<file path="src/rtl/mem_access_unit_pkg.sv">
// Shared definitions for the MEM-stage memory access unit: opcodes,
// exception bit positions, FSM states and the access-size decode.
package mem_access_unit_pkg;

    localparam logic [5:0] OP_LB  = 6'h20;
    localparam logic [5:0] OP_LH  = 6'h21;
    localparam logic [5:0] OP_LW  = 6'h23;
    localparam logic [5:0] OP_LBU = 6'h24;
    localparam logic [5:0] OP_LHU = 6'h25;
    localparam logic [5:0] OP_SB  = 6'h28;
    localparam logic [5:0] OP_SH  = 6'h29;
    localparam logic [5:0] OP_SW  = 6'h2B;

    localparam int unsigned EXC_ADEL = 4;
    localparam int unsigned EXC_ADES = 5;

    localparam logic [1:0] SIZE_BYTE = 2'd0;
    localparam logic [1:0] SIZE_HALF = 2'd1;
    localparam logic [1:0] SIZE_WORD = 2'd2;

    typedef enum logic [2:0] {
        StIdle,
        StReq,
        StWait,
        StDone,
        StCancel
    } mau_state_e;

    // Access size encoded as on the data bus (0 byte, 1 half, 2 word).
    function automatic logic [1:0] op_size(input logic [5:0] op);
        logic [1:0] size;
        case (op)
            OP_LB, OP_LBU, OP_SB: size = SIZE_BYTE;
            OP_LH, OP_LHU, OP_SH: size = SIZE_HALF;
            default:              size = SIZE_WORD;
        endcase
        return size;
    endfunction

endpackage

</file>
<file path="src/rtl/mem_access_unit_if.sv">
// SRAM-like data bus: the unit is the master, memory is the slave.
interface mem_access_unit_if;
    logic        data_req;
    logic        data_wr;
    logic [1:0]  data_size;
    logic [31:0] data_addr;
    logic [31:0] data_wdata;
    logic [3:0]  data_wstrb;
    logic        data_addr_ok;
    logic        data_data_ok;
    logic [31:0] data_rdata;

    modport master (
        output data_req, data_wr, data_size, data_addr, data_wdata, data_wstrb,
        input  data_addr_ok, data_data_ok, data_rdata
    );

    modport slave (
        input  data_req, data_wr, data_size, data_addr, data_wdata, data_wstrb,
        output data_addr_ok, data_data_ok, data_rdata
    );
endinterface

</file>
<file path="src/rtl/mem_access_unit_load_ext.sv">
// Load result formatting: picks the addressed byte/half and sign- or
// zero-extends it according to the load opcode.
module mem_access_unit_load_ext
    import mem_access_unit_pkg::*;
(
    input  logic [5:0]  op_i,
    input  logic [1:0]  addr_i,
    input  logic [31:0] rdata_i,
    output logic [31:0] data_o
);

    logic [7:0]  byte_sel;
    logic [15:0] half_sel;

    // Little-endian lane select followed by extension.
    always_comb begin
        byte_sel = rdata_i[{addr_i, 3'b000} +: 8];
        half_sel = addr_i[1] ? rdata_i[31:16] : rdata_i[15:0];
        case (op_i)
            OP_LB:   data_o = {{24{byte_sel[7]}}, byte_sel};
            OP_LBU:  data_o = {24'h0, byte_sel};
            OP_LH:   data_o = {{16{half_sel[15]}}, half_sel};
            OP_LHU:  data_o = {16'h0, half_sel};
            default: data_o = rdata_i;
        endcase
    end

endmodule

</file>
<file path="src/rtl/mem_access_unit.sv">
// MEM-stage memory access unit: issues SRAM-like bus requests for loads and
// stores, stalls the pipeline until the data phase completes, and handles
// flushes that arrive while a transaction is outstanding.
module mem_access_unit
    import mem_access_unit_pkg::*;
(
    input  logic               clk_i,
    input  logic               rst_ni,
    input  logic               flush_i,
    input  logic               stall_i,
    input  logic               memen_i,
    input  logic               rmem_i,
    input  logic               wmem_i,
    input  logic [5:0]         op_i,
    input  logic [31:0]        aluout_i,
    input  logic [31:0]        rdata2_i,
    input  logic [7:0]         except_i,
    mem_access_unit_if.master  bus,
    output logic [31:0]        rdata_o,
    output logic               stall_o,
    output logic [7:0]         except_o
);

    mau_state_e  state_q;
    logic [31:0] rdata_q;
    logic [1:0]  size;
    logic        misaligned;
    logic        start;
    logic [31:0] ext_data;

    assign size       = op_size(op_i);
    assign misaligned = ((size == SIZE_HALF) && aluout_i[0]) ||
                        ((size == SIZE_WORD) && (aluout_i[1:0] != 2'b00));
    // Reset term keeps the request and stall low while reset is held.
    assign start      = rst_ni && memen_i && !flush_i && !misaligned &&
                        (except_i == 8'h00) && (state_q == StIdle);

    mem_access_unit_load_ext u_load_ext (
        .op_i    (op_i),
        .addr_i  (aluout_i[1:0]),
        .rdata_i (bus.data_rdata),
        .data_o  (ext_data)
    );

    // Merge address-error bits into the incoming exception vector.
    always_comb begin
        except_o = except_i;
        if (memen_i && misaligned) begin
            if (rmem_i) except_o[EXC_ADEL] = 1'b1;
            if (wmem_i) except_o[EXC_ADES] = 1'b1;
        end
    end

    // Request fields come straight from the stable MEM-stage inputs.
    always_comb begin
        bus.data_req  = start || ((state_q == StReq) && !flush_i);
        bus.data_wr   = wmem_i;
        bus.data_size = size;
        bus.data_addr = aluout_i;
        case (size)
            SIZE_BYTE: begin
                bus.data_wdata = {4{rdata2_i[7:0]}};
                bus.data_wstrb = 4'b0001 << aluout_i[1:0];
            end
            SIZE_HALF: begin
                bus.data_wdata = {2{rdata2_i[15:0]}};
                bus.data_wstrb = 4'b0011 << {aluout_i[1], 1'b0};
            end
            default: begin
                bus.data_wdata = rdata2_i;
                bus.data_wstrb = 4'b1111;
            end
        endcase
        if (!wmem_i) bus.data_wstrb = 4'b0000;
    end

    // Stall and load-result outputs decoded from the current state.
    always_comb begin
        stall_o = start ||
                  (state_q == StReq) ||
                  ((state_q == StWait) && !bus.data_data_ok) ||
                  ((state_q == StCancel) && memen_i);
        rdata_o = 32'h0;
        if ((state_q == StWait) && bus.data_data_ok) rdata_o = ext_data;
        else if (state_q == StDone)                  rdata_o = rdata_q;
    end

    // Transaction FSM; captures the load result when the pipeline is held.
    always_ff @(posedge clk_i or negedge rst_ni) begin
        if (!rst_ni) begin
            state_q <= StIdle;
            rdata_q <= 32'h0;
        end else begin
            case (state_q)
                StIdle: begin
                    if (start) state_q <= bus.data_addr_ok ? StWait : StReq;
                end
                StReq: begin
                    if (flush_i)               state_q <= StIdle;
                    else if (bus.data_addr_ok) state_q <= StWait;
                end
                StWait: begin
                    if (bus.data_data_ok) begin
                        if (stall_i) begin
                            state_q <= StDone;
                            rdata_q <= ext_data;
                        end else begin
                            state_q <= StIdle;
                        end
                    end else if (flush_i) begin
                        // Response still owed by the bus; must be swallowed.
                        state_q <= StCancel;
                    end
                end
                StDone: begin
                    if (!stall_i || flush_i) state_q <= StIdle;
                end
                StCancel: begin
                    if (bus.data_data_ok) state_q <= StIdle;
                end
                default: state_q <= StIdle;
            endcase
        end
    end

endmodule

</file>
<file path="src/flat_wrapper.sv">
// flat-port wrapper written by rule: the top's interface ports become plain ports
module mem_access_unit_flat import mem_access_unit_pkg::*;
  (clk_i, rst_ni, flush_i, stall_i, memen_i, rmem_i, wmem_i, op_i, aluout_i, rdata2_i, except_i, rdata_o, stall_o, except_o, bus_data_req, bus_data_wr, bus_data_size, bus_data_addr, bus_data_wdata, bus_data_wstrb, bus_data_addr_ok, bus_data_data_ok, bus_data_rdata);
  mem_access_unit_if bus_i ();
  input  logic clk_i;
  input  logic rst_ni;
  input  logic flush_i;
  input  logic stall_i;
  input  logic memen_i;
  input  logic rmem_i;
  input  logic wmem_i;
  input  logic [5:0] op_i;
  input  logic [31:0] aluout_i;
  input  logic [31:0] rdata2_i;
  input  logic [7:0] except_i;
  output logic [31:0] rdata_o;
  output logic stall_o;
  output logic [7:0] except_o;
  output wire logic [$bits(bus_i.data_req)-1:0] bus_data_req;
  output wire logic [$bits(bus_i.data_wr)-1:0] bus_data_wr;
  output wire logic [$bits(bus_i.data_size)-1:0] bus_data_size;
  output wire logic [$bits(bus_i.data_addr)-1:0] bus_data_addr;
  output wire logic [$bits(bus_i.data_wdata)-1:0] bus_data_wdata;
  output wire logic [$bits(bus_i.data_wstrb)-1:0] bus_data_wstrb;
  input wire logic [$bits(bus_i.data_addr_ok)-1:0] bus_data_addr_ok;
  input wire logic [$bits(bus_i.data_data_ok)-1:0] bus_data_data_ok;
  input wire logic [$bits(bus_i.data_rdata)-1:0] bus_data_rdata;
  assign bus_data_req = bus_i.data_req;
  assign bus_data_wr = bus_i.data_wr;
  assign bus_data_size = bus_i.data_size;
  assign bus_data_addr = bus_i.data_addr;
  assign bus_data_wdata = bus_i.data_wdata;
  assign bus_data_wstrb = bus_i.data_wstrb;
  assign bus_i.data_addr_ok = bus_data_addr_ok;
  assign bus_i.data_data_ok = bus_data_data_ok;
  assign bus_i.data_rdata = bus_data_rdata;
  mem_access_unit u_core (.clk_i(clk_i), .rst_ni(rst_ni), .flush_i(flush_i), .stall_i(stall_i), .memen_i(memen_i), .rmem_i(rmem_i), .wmem_i(wmem_i), .op_i(op_i), .aluout_i(aluout_i), .rdata2_i(rdata2_i), .except_i(except_i), .bus(bus_i), .rdata_o(rdata_o), .stall_o(stall_o), .except_o(except_o));
endmodule
</file>
<file path="config.mk">
export PLATFORM = sky130hd
export DESIGN_NAME = mem_access_unit_flat
export DESIGN_NICKNAME = d
export VERILOG_FILES = /design/src/rtl/mem_access_unit_pkg.sv /design/src/rtl/mem_access_unit_if.sv /design/src/rtl/mem_access_unit_load_ext.sv /design/src/rtl/mem_access_unit.sv /design/src/flat_wrapper.sv
export SDC_FILE = /design/constraint.sdc
export NUM_CORES = 1
export LEC_CHECK = 0
export BUFFER_PORTS_ARGS = -buffer_cell sky130_fd_sc_hd__buf_2
export CORE_ASPECT_RATIO = 0.5
export CORE_MARGIN = 2
export CORE_UTILIZATION = 46
export CTS_CLUSTER_SIZE = 20
export DETAILED_ROUTE_END_ITERATION = 7
export PLACE_DENSITY = 0.94
export SYNTH_ARGS = -nofsm -noshare
export SYNTH_HDL_FRONTEND = slang
export SYNTH_SLANG_ARGS = --single-unit
</file>
<file path="constraint.sdc">
create_clock -name clk_i -period 4.2 [get_ports clk_i]
set_input_delay 0.42 -clock clk_i [delete_from_list [all_inputs] [get_ports clk_i]]
set_output_delay 0.42 -clock clk_i [all_outputs]
set_load 0.005 [all_outputs]
</file>
# Word-level counts from Yosys, hierarchy flattened
# Index checks and enable logic that the tools add are counted.
[op_classes]
n_mul = 0
mux = 21
shift = 3
n_eq_ne = 17
n_addsub = 0
n_div = 0
bitwise = 0
n_reduce_logical = 30
order_cmp = 0
[ops]
columns = ["op", "n"]
rows = [
  ["32-bit one-hot mux with 4 select lines", 1],
  ["32-bit two-way mux", 2],
  ["32-bit one-hot mux with 2 select lines", 1],
  ["6-bit == test, second input constant", 6],
  ["32-bit by 6-bit indexed part select with 8-bit output", 1],
  ["3-bit two-way mux", 7],
  ["16-bit two-way mux", 1],
  ["3-bit one-hot mux with 5 select lines", 1],
  ["1-bit logical AND", 12],
  ["8-bit logical NOT", 1],
  ["4-bit one-hot mux with 2 select lines", 1],
  ["3-bit by 2-bit == test with 1-bit output, second input constant", 2],
  ["1-bit logical OR", 6],
  ["2-bit two-way mux", 3],
  ["3-bit inequality test, second input constant", 2],
  ["3-bit OR reduction", 2],
  ["5-bit AND reduction", 1],
  ["1-bit logical NOT", 4],
  ["4-bit two-way mux", 1],
  ["2-bit inequality test, second input constant", 2],
  ["2-bit one-hot mux with 2 select lines", 1],
  ["1-bit by 2-bit left shift with 4-bit output, first input constant", 1],
  ["2-bit by 2-bit left shift with 4-bit output, first input constant", 1],
  ["3-bit by 1-bit == test with 1-bit output, second input constant", 1],
  ["9 further kinds", 10],
]
[totals]
latch_bits = 0
out_inout_bits = 113
word_cells = 73
mem_count = 0
in_bits = 119
romBits = 0
mem_bits_rw = 0
regBits = 35

# Logic depth before layout (Yosys ltp)
# Gate-level depths: netlist (run 1).
[depth]
ltp_word = 13
mapped_depth = 7
depth_no_buf = 4

# Hierarchy
# A second synthesis (run 1) with hierarchy kept.
[hier_totals]
cells_unflattened = 357
hier_area_um2 = 3433.3
[modules_own_cells]
columns = ["module", "area_each_um2", "seq_area_each_um2", "cells_each", "instances"]
rows = [
  ["mem_access_unit", 2781.4, 875.8, 260, 1],
  ["mem_access_unit_load_ext", 651.9, 0.0, 97, 1],
]

# Least setup slack after synthesis (run 1)
# No wires, ideal clock.
[synth_timing]
path_type = "input to output"
start = "input port op_i[1]"
end = "output port rdata_o[10]"
arrival_time_ns = 1.798
setup_slack_ns = 1.982
stages = 6
path_buffers = 2
t_required_ns = 3.780
path_cell_list = "or4b_1 buf_2 buf_6 o32ai_1 nor2_1 a32o_1"
[synth_between]
elab_chain_cells = 3
word_cells_on_any_way = 6
classes_between = "eq/ne (4); mux (2)"
[synth_lines]
columns = ["element", "line", "text"]
rows = [
  ["start, declared", "flat_wrapper.sv:12", "input logic [5:0] op_i;"],
  ["6-bit == test", "mem_access_unit_load_ext.sv:19", "case (op_i)"],
  ["32-bit one-hot mux with 4 select lines *", "mem_access_unit_load_ext.sv:19", ""],
  ["32-bit two-way mux *", "mem_access_unit.sv:84", "if ((state_q == StWait) && bus.data_data_ok) rdata_o = ext_data;"],
  ["end, declared", "flat_wrapper.sv:16", "output logic [31:0] rdata_o;"],
]
# Mark *: on every way between the ends. The rest lies on a longest branch, timed or not.

# Final worst setup path (run 1)
[layout_timing]
start = "register u_core.state_q[1]"
end = "output port rdata_o[17]"
[layout_between]
elab_chain_cells = 3
word_cells_on_any_way = 5
classes_between = "eq/ne (2); mux (2); reduce/logical (1)"
[layout_lines]
columns = ["element", "line", "text"]
rows = [
  ["start, declared", "mem_access_unit.sv:24", "mau_state_e state_q;"],
  ["start signal, assigned", "mem_access_unit.sv:91", "state_q <= StIdle;"],
  ["start signal, assigned", "mem_access_unit.sv:96", "if (start) state_q <= bus.data_addr_ok ? StWait : StReq;"],
  ["start signal, assigned", "mem_access_unit.sv:99", "if (flush_i) state_q <= StIdle;"],
  ["3-bit by 2-bit == test with 1-bit output (on tied branches)", "mem_access_unit.sv:85, mem_access_unit.sv:84", ""],
  ["32-bit two-way mux / 1-bit logical AND (equally long branches)", "mem_access_unit.sv:85, mem_access_unit.sv:84", ""],
  ["32-bit two-way mux *", "mem_access_unit.sv:84", ""],
]
# Marked as above.

==> flow_summary.yaml, run 1 <==
outcome:
  status: "complete, no violations"
clocking:
  numCtsBuffers: 5
  h-tree-depth: 2
  clk_path_buf_depth: 2
  cts_resized: 0
  root_buffer: "clkbuf_16"
  cts_tree: "built"
  clk_pin_slew_ps: 60
  numClockSinks: 35
  post_cts_buffers: 0
  clkLatencyLatePin_ps: 280
  cts_hold_buf: 0
sta:
  fin_hold_ws_ps: 175.4
  slew_headroom: 0.1878
  grt_setup_unrepaired: "false"
  fin_setup_tns_ps: 0
  fin_crit_sh: 0.7407
  skew_ps: 4.078
  hold_violations: 0
  final-max-slew-violation-count: 0
  tightest_slew_ps: 1218
  fmax_mhz: 321.4
  min_period_ps: 3111
  setup_viol: 0
synth:
  synthFlopType: "dfrtp_1"
  yosys.area.top_type: "dfrtp_1"
  avgSynthCellArea_um2: 8.383
  yosys_register_bits: 35
  ys_seq_area_frac: 0.2632
  synth_edf_count: 0
  syn_nets: 516
  synth_cell_type_count: 48
  synthArstFlopShare: 1.000
  synth_area_leaders: "dfrtp_1 26%, buf_4 11%, mux2_2 8.8%, nor2_1 5.6%, a221o_1 4.8%"
  synth_cells: 397
  synth_top_area_share: 0.2632
  syn-cell-area_um2: 3328
  yosysWarnings: 0
critical_path:
  crit_chain: "nor2b_1, nand3b_1, nor2_1, a221o_1, buf_2"
  crit_family: "simple AND/OR/NAND/NOR gates"
  crit_buf_inv: 1
  endpoint_kind: "output port"
  crit_slowest_cell: "nor2_1"
  arrival_ps: 2690
  cpPeakStageDelay_ps: 900
  worstPathRequired_ps: 3780
  crit_path_max_fanout: 16
  path_class: "register to output port"
  start_kind: "register"
placement:
  placed_cell_area_um2: 3862
  hpwl_mm: 7.723
  portBuffers: 171
  gp_congestion: 0.8708
global_routing:
  met3_usage: 0.05360
  grt_overflow: 0
  grt_start_max_net_pins: 37
  top_usage_layer: "met2"
  antenna_found_initial: 0
  met2_usage: 0.4611
  grt_use_total: 0.2594
  grt_pass1_wl_mm: 17.08
  grt.met1_usage: 0.3122
  grt_pass1_vias: 3481
floorplan:
  dieArea_um2: 7973
  die_x_um: 124.3
  coreArea_um2: 6832
  fp-row-count: 21
  io_pins: 232
  die_h_um: 64.15
  start_util: 0.4872
route:
  drtIter0Drc: 313
  via_count: 3580
  wl_mm: 10.61
  vias_per_cell: 5.997
  drc_errors: 0
  wl_per_cell_um: 17.76
  postRouteAntennaNets: 0
  drt_first_pass_iters: 5
final_layout:
  fillers: 601
  n_antenna_cell: 0
  nets: 623
  final_util: 0.5930
  fin_area_um2: 4051
  drive_above_1_share: 0.4455
  area_growth_pct: 21.73
run:
  maxCapViolations: 0
power:
  powerDensity_nw_per_um2: 377.4
  p_leak_nw: 2.028
  report.power.total_mw: 1.529
  peakVddDrop_uv: 194.2
hold_path:
  hold_class: "input pin to asynchronous set/reset pin"
per-layer routing:
layer | routed length (um) | up-vias
li1 | - | 1638
met1 | 4267 | 1714
met2 | 5323 | 187
met3 | 705 | 41
met4 | 308 | 0
met5 | 0 | -
worst paths after layout:
kind                                                 from                             end  slack (ps)  depth (start not counted)
min                                                rst_ni  u_core.rdata_q[20]$_DFFE_PN0P_         180                          2
max in group asynchronous                          rst_ni  u_core.rdata_q[13]$_DFFE_PN0P_        3690                          2
max reg2reg                 u_core.state_q[1]$_DFFE_PN0P_  u_core.rdata_q[24]$_DFFE_PN0P_        1630                          6
min reg2reg                u_core.rdata_q[13]$_DFFE_PN0P_  u_core.rdata_q[13]$_DFFE_PN0P_         510                          1
max                         u_core.state_q[1]$_DFFE_PN0P_                     rdata_o[17]        1090                          5
min in group clk_i                       bus_data_data_ok   u_core.state_q[2]$_DFFE_PN0P_         360                          2
final cells by class:
cell class | instances | area (um^2) | area share
repair buffers | 178 | 908.4 | 0.2242
clock inverters | 2 | 60.06 | 0.01482
clock buffers | 6 | 128.9 | 0.03181
flip-flops and latches | 35 | 875.8 | 0.2162
well taps | 92 | 115.1 | 0.02841
inverters | 4 | 15.01 | 0.003706
multi-input cells | 280 | 1948 | 0.4809
synthesized netlist by cell type, types with 2 or more instances:
master	count
buf_6	2
buf_2	9
o21ai_0	14
mux2_2	26
a31o_2	2
mux2i_1	16
a2bb2oi_1	4
and2_1	2
a22o_1	14
nand2b_1	6
a221oi_1	8
o22ai_1	8
inv_1	3
nor2b_1	4
a221o_1	16
nor4bb_1	2
nor3_1	5
o32ai_1	8
a21oi_1	21
or3b_2	6
nand3b_1	2
or3_1	2
clkbuf_1	19
or2_2	2
a31oi_1	3
nor2_1	50
a32o_1	7
buf_4	47
dfrtp_1	35
nand2_1	35
nor3b_1	2
through the flow:
step	setup WS [ps]	instances
floorplan	1982	397
global placement	1383	589
detailed placement	1363	589
CTS	1163	597
global route	968.2	597
finish	1089	597
where the power goes:
part / leakage [nW] / internal [mW] / switching, mW
registers: 0.442 / 0.487 / 0.111
logic: 1.49 / 0.233 / 0.217
clock network: 0.0911 / 0.340 / 0.141
state kept, by name, indices dropped and copies added, names as in the netlist:
name and flops:
u_core.rdata_q 32, u_core.state_q 3
placed cells by master, fill, tap and decap left out, types with 14 or more instances in the layout:
cell type	Yosys	routed
buf_2	9	171
nor2_1	50	50
nand2_1	35	35
dfrtp_1	35	35
mux2_2	26	26
a21oi_1	21	21
a221o_1	16	16
mux2i_1	16	16
o21ai_0	14	14
a22o_1	14	14
logic make-up (layout without fill, tap and decap cells):
group | Yosys count | count (layout) | synth area share
compound gates | 115 | 115 | 0.2620
flops | 35 | 35 | 0.2632
simple gates | 123 | 123 | 0.1853
buf+inv | 82 | 190 | 0.1534
mux | 42 | 42 | 0.1361
Power figures use the tool's default switching activity.
==> run 2: changes to the inputs <==
CORE_UTILIZATION = 38   (was 46)
PLACE_DENSITY = 0.84   (was 0.94)
clock period = 2.5 ns   (was 4.2 ns; I/O delays follow)
==> run 2 against run 1 <==
  * Die area grew 20%
  * Flip-flop and latch count is the same
  * First-iteration DRC count shrank 25%
  * Clock power grew 37%
  * Design area grew 1.9%
  * Cell count grew 5.5%
  * Critical endpoint is now rdata_o[21]
  * Largest power group unchanged
==> flow_summary.yaml, run 2 (same netlist as run 1, synthesis figures left out) <==
final_layout:
  top_regs: "u_core.rdata_q (32), u_core.state_q (3)"
  largest_register: "u_core.rdata_q"
  nets: 631
  area_growth_pct: 24.06
  multi_input_area_um2: 1951
  most-common-layout-cells: "171 x buf_2, 49 x nor2_1, 35 x nand2_1, 35 x dfrtp_1, 26 x mux2_2"
  largest_reg_flops: 32
  n_antenna_cell: 0
  fillers: 797
  final_common_cell: "buf_2"
  regArea_um2: 875.8
  drive_above_1_share: 0.4581
power:
  clkPwrFrac: 0.272
  sw_frac_of_total: 0.3245
  p_switching_mw: 0.7895
  p_leak_nw: 2.056
  peakVddDrop_uv: 305.5
  pwr-share-comb: 0.321
  report.power.total_mw: 2.433
  powerDensity_nw_per_um2: 589.2
  p_int_mw: 1.643
  seqPwrFrac: 0.407
route:
  wl_per_cell_um: 17.27
  wl_mm: 10.88
  postRouteAntennaNets: 0
  drtIter0Drc: 235
  via_count: 3586
  vias_per_cell: 5.692
  drt_first_pass_iters: 6
  drc_errors: 0
global_routing:
  grt_pass1_vias: 3477
  grt_use_total: 0.2213
  grt_pass1_wl_mm: 16.97
  antenna_found_initial: 0
  grt_overflow: 0
  grt_start_max_net_pins: 36
critical_path:
  path_class: "register to output port"
  crit_path_max_fanout: 16
  crit_slowest_cell: "nor2_2"
  crit_chain: "nand3b_1, nor2_2, a221o_1, buf_2"
  ff2ff_setup_slack_ps: 540
  endpoint_kind: "output port"
  cp.depth: 4
  start_kind: "register"
  worstPathRequired_ps: 2250
  r2r-end: "u_core.rdata_q[10]$_DFFE_PN0P_"
  crit_buf_inv: 1
  cpPeakStageDelay_ps: 550
  crit_start: "u_core.state_q[0]$_DFFE_PN0P_"
  arrival_ps: 2070
  reg2reg_from: "u_core.state_q[0]$_DFFE_PN0P_"
  crit_family: "simple AND/OR/NAND/NOR gates"
  reg2regPathDepth: 5
clocking:
  clkLatencyLatePin_ps: 290
  clk_pin_slew_ps: 50
  h-tree-depth: 2
  numClockSinks: 35
  cts_tree: "built"
  root_buffer: "clkbuf_16"
  numCtsBuffers: 5
  clk_path_buf_depth: 2
placement:
  gp_congestion: 0.9008
  hpwl_mm: 8.496
  portBuffers: 171
hold_path:
  hold_class: "input pin to asynchronous set/reset pin"
floorplan:
  dieArea_um2: 9568
  start_util: 0.3862
  io_pins: 232
  fp-row-count: 24
  die_x_um: 136.4
  die_h_um: 70.18
  coreArea_um2: 8618
sta:
  tightest_slew_ps: 607.5
  min_period_ps: 2317
  hold_violations: 0
  setup_viol: 0
  fmax_mhz: 431.6
  fin_crit_sh: 0.9267
  grt_setup_unrepaired: "false"
  fin_hold_ws_ps: 42.87
  slew_headroom: 0.5950
  fin_setup_tns_ps: 0
  skew_ps: 4.763
  final-max-slew-violation-count: 0
outcome:
  status: "complete, no violations"
run:
  maxCapViolations: 0
-- run 2: changes by cell type in the layout (fill, tap and decap cells not counted), sizes merged --
cell      before  now
buf          178  186
bufinv         2    0
clkbuf         6    7
clkinvlp       0    1
-- run 2: timing repair --
action                                 4_1_cts  5_1_grt
hold buffers                                 0        0
setup endpoints to repair                   16       16
gates resized for setup                      1        0
endpoints found under the hold margin        0        0
pin swaps                                    0        1
buffers inserted                             0        1
-- run 2: through the flow --
| stage | util | setup WS [ps] | area [um^2] | std cells |
|---|---|---|---|---|
| 2_1_floorplan | - | 621.9 | 3328 | 397 |
| 3_3_place_gp | 0.4579 | 262.3 | 3946 | 621 |
| 3_5_place_dp | 0.4579 | 248.9 | 3946 | 621 |
| 4_1_cts | 0.4768 | 37.92 | 4109 | 629 |
| 5_1_grt | 0.4791 | 88.80 | 4129 | 630 |
| 6_report | 0.4791 | 183.3 | 4129 | 630 |
-- run 2: final cells by class --
type / count / area share
Inverter: 4 / 0.003636
Clock inverter: 1 / 0.001818
Tap cell: 117 / 0.03545
Sequential cell: 35 / 0.2121
Timing Repair Buffer: 186 / 0.2376
Clock buffer: 7 / 0.03697
Multi-Input combinational cell: 280 / 0.4724
-- run 2: worst max-delay path by stage --
stage | to | slack [ps]
2_1_floorplan | rdata_o[10] | 620
3_3_place_gp | rdata_o[11] | 260
3_5_place_dp | rdata_o[14] | 250
4_1_cts | rdata_o[21] | 40
5_1_grt | rdata_o[24] | 90
6_report | rdata_o[21] | 180
-- run 2: worst register-to-register path: cells and delay by family (launching register included) --
kind	cells	cell delay, ps
buffers and inverters	1	270
AO/OA/AOI/OAI	2	680
AND/OR/NAND/NOR	2	450
flip-flops	1	500
-- run 2: power by group through the flow --
stage	Combinational, mW	Clock [mW]	Sequential [mW]
floorplan	0.569	0	0.923
detailed placement	0.783	0	0.985
finish	0.781	0.661	0.990
CTS	0.781	0.667	0.984
global placement	0.745	0	0.982
global route	0.870	0.690	1.01
-- run 2: per-layer routing --
metal  GRT usage  part of all wire  up-vias
met1      0.2727              0.41     1710
met4     0.08218             0.022        0
li1            -                 -     1661
met3     0.04866             0.073       34
met2      0.3797              0.49      181
met5           0                 0        -
